[config.mk]
export PLATFORM = sky130hd
export DESIGN_NAME = id_hazard_scoreboard
export DESIGN_NICKNAME = d
export VERILOG_FILES = /design/src/rtl/id_hazard_scoreboard.sv
export SDC_FILE = /design/constraint.sdc
export NUM_CORES = 1
export LEC_CHECK = 0
export BUFFER_PORTS_ARGS = -buffer_cell sky130_fd_sc_hd__buf_2
export CORE_ASPECT_RATIO = 0.8
export CORE_UTILIZATION = 57
export DETAILED_ROUTE_END_ITERATION = 7
export PLACE_DENSITY = 0.82
export SYNTH_ARGS = -nofsm -noshare
export SYNTH_HDL_FRONTEND = slang
export SYNTH_SLANG_ARGS = --single-unit
[constraint.sdc]
create_clock -name clk -period 4.4 [get_ports clk]
set_input_delay 0.44 -clock clk [delete_from_list [all_inputs] [get_ports clk]]
set_output_delay 0.44 -clock clk [all_outputs]
set_load 0.01 [all_outputs]
[src/rtl/id_hazard_scoreboard.sv]
// ID-stage hazard/forwarding unit: shadows in-flight destinations after ID,
// derives per-port forward selects, load-use stalls and a stall counter.
module id_hazard_scoreboard #(
    parameter int DEPTH      = 3,
    parameter int NUM_RD     = 2,
    parameter int LOAD_READY = 3,
    parameter int CNT_W      = 16,
    parameter int SEL_W      = $clog2(DEPTH + 1)
) (
    input  logic                    clk,
    input  logic                    rst_n,
    input  logic                    id_valid,
    input  logic                    id_RegWrite,
    input  logic                    id_MemRead,
    input  logic [4:0]              id_RegisterRd,
    input  logic [5*NUM_RD-1:0]     id_RFR,
    input  logic [NUM_RD-1:0]       id_RFUse,
    input  logic                    freeze,
    input  logic                    flush,
    output logic [SEL_W*NUM_RD-1:0] ForwardSel,
    output logic                    stall,
    output logic [CNT_W-1:0]        stall_cnt
);

    logic       r_v  [DEPTH:1];
    logic       r_wr [DEPTH:1];
    logic       r_ld [DEPTH:1];
    logic [4:0] r_rd [DEPTH:1];

    logic [CNT_W-1:0]  r_cnt;
    logic [NUM_RD-1:0] w_haz;
    logic              w_stall;

    // Scan oldest to nearest so the nearest producer overrides older ones.
    always_comb begin
        ForwardSel = '0;
        w_haz      = '0;
        for (int k = 0; k < NUM_RD; k++) begin
            for (int s = DEPTH; s >= 1; s--) begin
                if (r_v[s] && r_wr[s] && (r_rd[s] != 5'd0) &&
                    (r_rd[s] == id_RFR[5*k +: 5]) && id_RFUse[k]) begin
                    ForwardSel[SEL_W*k +: SEL_W] = SEL_W'(s);
                    w_haz[k] = r_ld[s] && (s < LOAD_READY);
                end
            end
        end
    end

    assign w_stall   = id_valid && (|w_haz) && !flush && !freeze;
    assign stall     = w_stall;
    assign stall_cnt = r_cnt;

    always_ff @(posedge clk) begin
        if (!rst_n) begin
            for (int s = 1; s <= DEPTH; s++) begin
                r_v[s]  <= 1'b0;
                r_wr[s] <= 1'b0;
                r_ld[s] <= 1'b0;
                r_rd[s] <= 5'd0;
            end
            r_cnt <= '0;
        end else if (!freeze) begin
            for (int s = DEPTH; s >= 2; s--) begin
                r_v[s]  <= r_v[s-1];
                r_wr[s] <= r_wr[s-1];
                r_ld[s] <= r_ld[s-1];
                r_rd[s] <= r_rd[s-1];
            end
            r_v[1]  <= id_valid && !w_stall && !flush;
            r_wr[1] <= id_RegWrite;
            r_ld[1] <= id_MemRead;
            r_rd[1] <= id_RegisterRd;
            if (w_stall && (r_cnt != {CNT_W{1'b1}})) begin
                r_cnt <= r_cnt + 1'b1;
            end
        end
    end

endmodule
### Word level (Yosys, flattened, before mapping)

Memory sizes are Yosys's and may differ from the RTL's.
Cells that the tools add are included.

* register bits after elaboration: 16
* memory bits (writable): 24
* memories: 4

* add/sub/neg operators: 1
* equality and inequality tests: 7
* multiplexer cells: 26
* bitwise operators: 13
* reductions and logical operators: 32

Memories
* r_rd: depth 3, bits a word 5, read ports 3, clocked after Yosys merged registers in 0, wr ports 3, line 28 `logic [4:0] r_rd [DEPTH:1];`
* r_ld: depth 3, bits a word 1, read ports 2, clocked after Yosys merged registers in 0, wr ports 3, line 27 `logic r_ld [DEPTH:1];`
* r_v: depth 3, bits a word 1, read ports 3, clocked after Yosys merged registers in 0, wr ports 3, line 25 `logic r_v [DEPTH:1];`
* r_wr: depth 3, bits a word 1, read ports 3, clocked after Yosys merged registers in 0, wr ports 3, line 26 `logic r_wr [DEPTH:1];`

Operators with widths (number)
* $eq 5x5->1: 6
* $logic_and 1x1->1: 24
* $mux 1: 17
* $add 16x1->16 const B: 1
* $ne 16x16->1 const B: 1
* $mux 5: 3
* $reduce_bool 5->1: 3
* $mux 2: 6
* $or 1x1->1: 12
* $logic_not 1->1: 3
* $reduce_and 2->1: 1
* $reduce_or 2->1: 1
* $not 1->1: 1

### Depth between registers and ports, before layout

* depth after elaboration: 14
* depth in mapped cells: 9
* mapped depth without buffers: 7

### Least setup slack after synthesis

No wires, ideal clock.

* path type: reg-to-reg
* start point: register, netlist name r_rd[0][6]
* end point: register r_cnt[12], in the netlist stall_cnt[12]
* data arrival time: 2237 ps
* data required time: 4314 ps
* setup slack: 2077 ps
* cell stages (with the launch flop): 8
* path buffers: 0
* clock period less this slack: 2323 ps
* path through: edfxtp_1 -> or4_1 -> nor2_2 -> nor4_2 -> o22a_1 -> o21a_4 -> or3_1 -> a221oi_2

RTL lines
* end signal, assigned: line 74 `r_cnt <= r_cnt + 1'b1;`
* end, declared: line 30 `logic [CNT_W-1:0] r_cnt;`

==> qor.yml <==
global_route:
  grt_max_degree: 24
  grt_pass1_wl_um: 8040
  antenna_found_initial: 0
  grt_pass1_vias: 1601
  grt_usage: 0.262
  overflow: 0
clock_tree:
  htreeDepth: 2
  clk_pin_slew_ns: 0.08
  clock_sinks: 39
  clockRootBuffer: "clkbuf_8"
  cts_tree: "done"
  cts_hold_buf: 0
  postCtsSetupRepairBufs: 0
  numCtsBuffers: 5
  cts_resized: 0
  clk_path_buf_depth: 2
  clk_latency_ns: 0.29
synth:
  synth_cells: 217
  synth.area.top_cells: "edfxtp_1 31%, dfxtp_1 14%, xor2_1 6.7%, and2_1 6.2%, xnor2_1 5.5%"
  synth_top_area_share: 0.311
  ys_ff_latch: 39
  seq_area_frac_synth: 0.455
  synth_fp_nets: 242
  synth_ff_type: "edfxtp_1"
  yosys_warnings: 0
  netlist_area_um2: 2220
  synth_cell_type_count: 44
  synthArstFlopShare: 0
  syn_avg_cell_area_um2: 10.2
  synth_edf_count: 23
  yosys.area.top_type: "edfxtp_1"
floorplanning:
  dieArea_um2: 4160
  die_w_um: 71.8
  io-pin-count: 45
  initial_core_util: 0.624
  die_h_um: 57.9
  fp.coreArea_um2: 3570
  num_rows: 19
critical_path:
  regToRegSetupSlack_ns: 1.50
  crit_arrival_ns: 2.46
  cp.buffers_inverters: 1
  crit_path_start_kind: "flip-flop"
  slowest_delay_ns: 0.57
  reg2regPathDepth: 7
  cp-end-kind: "primary output"
  critPathKind: "flip-flop to primary output"
  reg2reg_from: "r_rd[0][5]$_SDFFCE_PN0P_"
  worst-path-max-fanout: 9
  r2r_end: "stall_cnt[11]$_SDFFE_PN0P_"
  path_cells: "or4_1, nor2_2, nor4_2, o22a_1, o21a_4, nor2_1, buf_2"
  crit_path_top_delay_cell: "or4_1"
  required_ns: 3.96
  critical_path_depth: 7
  cp_top_family: "simple AND/OR/NAND/NOR gates"
placement:
  port_buffers: 44
  dp_cells: 296
  dpl_cell_area_um2: 2440
  dp_hpwl_um: 3790
  gp_congestion: 0.891
routing:
  post_drt_wl_per_cell_um: 16.6
  drt_iter0_drc: 254
  antenna_left: 0
  drc: 0
  via_per_inst: 6.09
  routed_wl_um: 5030
  dr.pass1.iters: 5
  vias: 1850
power:
  pwr-share-seq: 0.533
  clockPowerShare: 0.379
  intPower_mw: 0.607
  switchingPower_mw: 0.185
  powerDensity_nw_per_um2: 309
  p_comb_frac: 0.088
  ir_worst_vdd_uv: 278
  swShare: 0.234
  leakage_nw: 1.02
outcome:
  status: "completed"
cells_and_area:
  nets: 286
  finalNonFillerCells: 304
  final_cell_mix: "44 x buf_2, 23 x edfxtp_1, 22 x and2_1"
  syn_to_final_growth_pct: 15.1
  final_common_cell: "buf_2"
  drive_above_1_share: 0.237
  stdcell_area_um2: 2560
  antenna_cells: 0
timing:
  max_freq_mhz: 345
  slew_viol_final: 0
  finalHoldViolCount: 0
  worst_slew_pin_slew_ns: 1.06
  tns_ns: 0
  maxSlewHeadroom: 0.288
  worst_clock_skew_ns: 0.00941
  setup_violations: 0
  min_period_ns: 2.90
  rsz0062_at_grt: "no"
  period_share: 0.659
min_path:
  hold_path_depth: 2
  hp-class: "input pin to flip-flop"
  min_to: "r_wr[0][1]$_DFFE_PP_"
  holdCritStartpoint: "id_RegWrite"
run:
  drv_cap: 0
-- power groups by stage --
stage               clock (mW)  combinational (mW)  sequential, mW
floorplan                    0              0.0466           0.422
global placement             0              0.0689           0.430
detailed placement           0              0.0698           0.430
CTS                      0.304              0.0702           0.421
global route             0.322              0.0769           0.423
finish                   0.300              0.0701           0.422
-- area by class of cell --
cell class / instances / area [um^2]
clock buffers: 5 / 68.8
clock inverters: 3 / 46.3
fillers: 278 / 1010
inverters: 9 / 33.8
multi-input cells: 162 / 1130
flip-flops and latches: 39 / 1010
well taps: 42 / 52.6
repair buffers: 44 / 220
-- per-layer routing --
layer	track usage	vias to the layer above	share of wire
met5	0	-	0
met4	0.0616	0	0.0052
met3	0.0696	2	0.083
met2	0.368	82	0.43
met1	0.403	876	0.49
li1	-	890	-
-- metrics by stage --
step / utilization / power [mW] / hold WS [ns] / setup WS (ns)
after floorplan: - / 0.469 / 0.512 / 2.08
after global placement: 0.686 / 0.499 / 0.492 / 1.57
after detailed placement: 0.686 / 0.499 / 0.497 / 1.52
after CTS: 0.718 / 0.796 / 0.416 / 1.50
after global routing: 0.718 / 0.823 / 0.410 / 1.35
final: 0.718 / 0.792 / 0.420 / 1.50
-- flip-flops by register name, indices dropped and copies added (netlist names) --
signal,count
r_v,3
r_ld,2
r_wr,3
r_rd,15
stall_cnt,16
-- logic make-up (layout without fill, tap and decap cells) --
kind of cell	count (synthesis)	count (layout)	share of synthesized area
AO/OA/AOI/OAI	36	36	0.116
multiplexers	1	1	0.00450
flip-flops	39	39	0.455
adder cells (fa/ha/maj)	1	1	0.00563
XOR/XNOR	31	31	0.122
buffers and inverters	16	61	0.0383
AND/OR/NAND/NOR	93	93	0.259
-- worst max path at each step --
stage | from | to
detailed placement | id_RFR[3] | stall_cnt[11]$_SDFFE_PN0P_
CTS | r_rd[0][6]$_SDFFCE_PN0P_ | stall
floorplan | r_rd[0][6]$_SDFFCE_PN0P_ | stall_cnt[12]$_SDFFE_PN0P_
finish | r_rd[0][6]$_SDFFCE_PN0P_ | stall
global placement | id_RFR[2] | stall_cnt[14]$_SDFFE_PN0P_
global route | r_rd[0][6]$_SDFFCE_PN0P_ | stall_cnt[11]$_SDFFE_PN0P_
-- worst reg2reg max path, stage by stage, from the launching register on --
cell      delay, ns
edfxtp_1       0.52
xnor2_1        0.20
nand4_1        0.13
nor4_2         0.40
o21ai_1        0.18
o32a_1         0.64
or4_1          0.58
a21oi_1        0.17
-- cell usage after synthesis, types with 2 or more instances --
cell       n
nand2_1    8
or4_1      3
nor4_1     6
o41ai_1    3
a211oi_1   2
xnor2_1   14
nand2b_1   2
nor4_2     3
o21ai_1    7
dfxtp_1   16
nand4_1   11
a21oi_1   11
o311a_1    2
edfxtp_1  23
clkbuf_1   4
inv_1      9
xor2_1    17
o311ai_1   2
o31ai_1    2
and2_1    22
nor2_1     7
or3_1     12
buf_6      2
nand3_1    9
(Power assumes the default switching activity.)
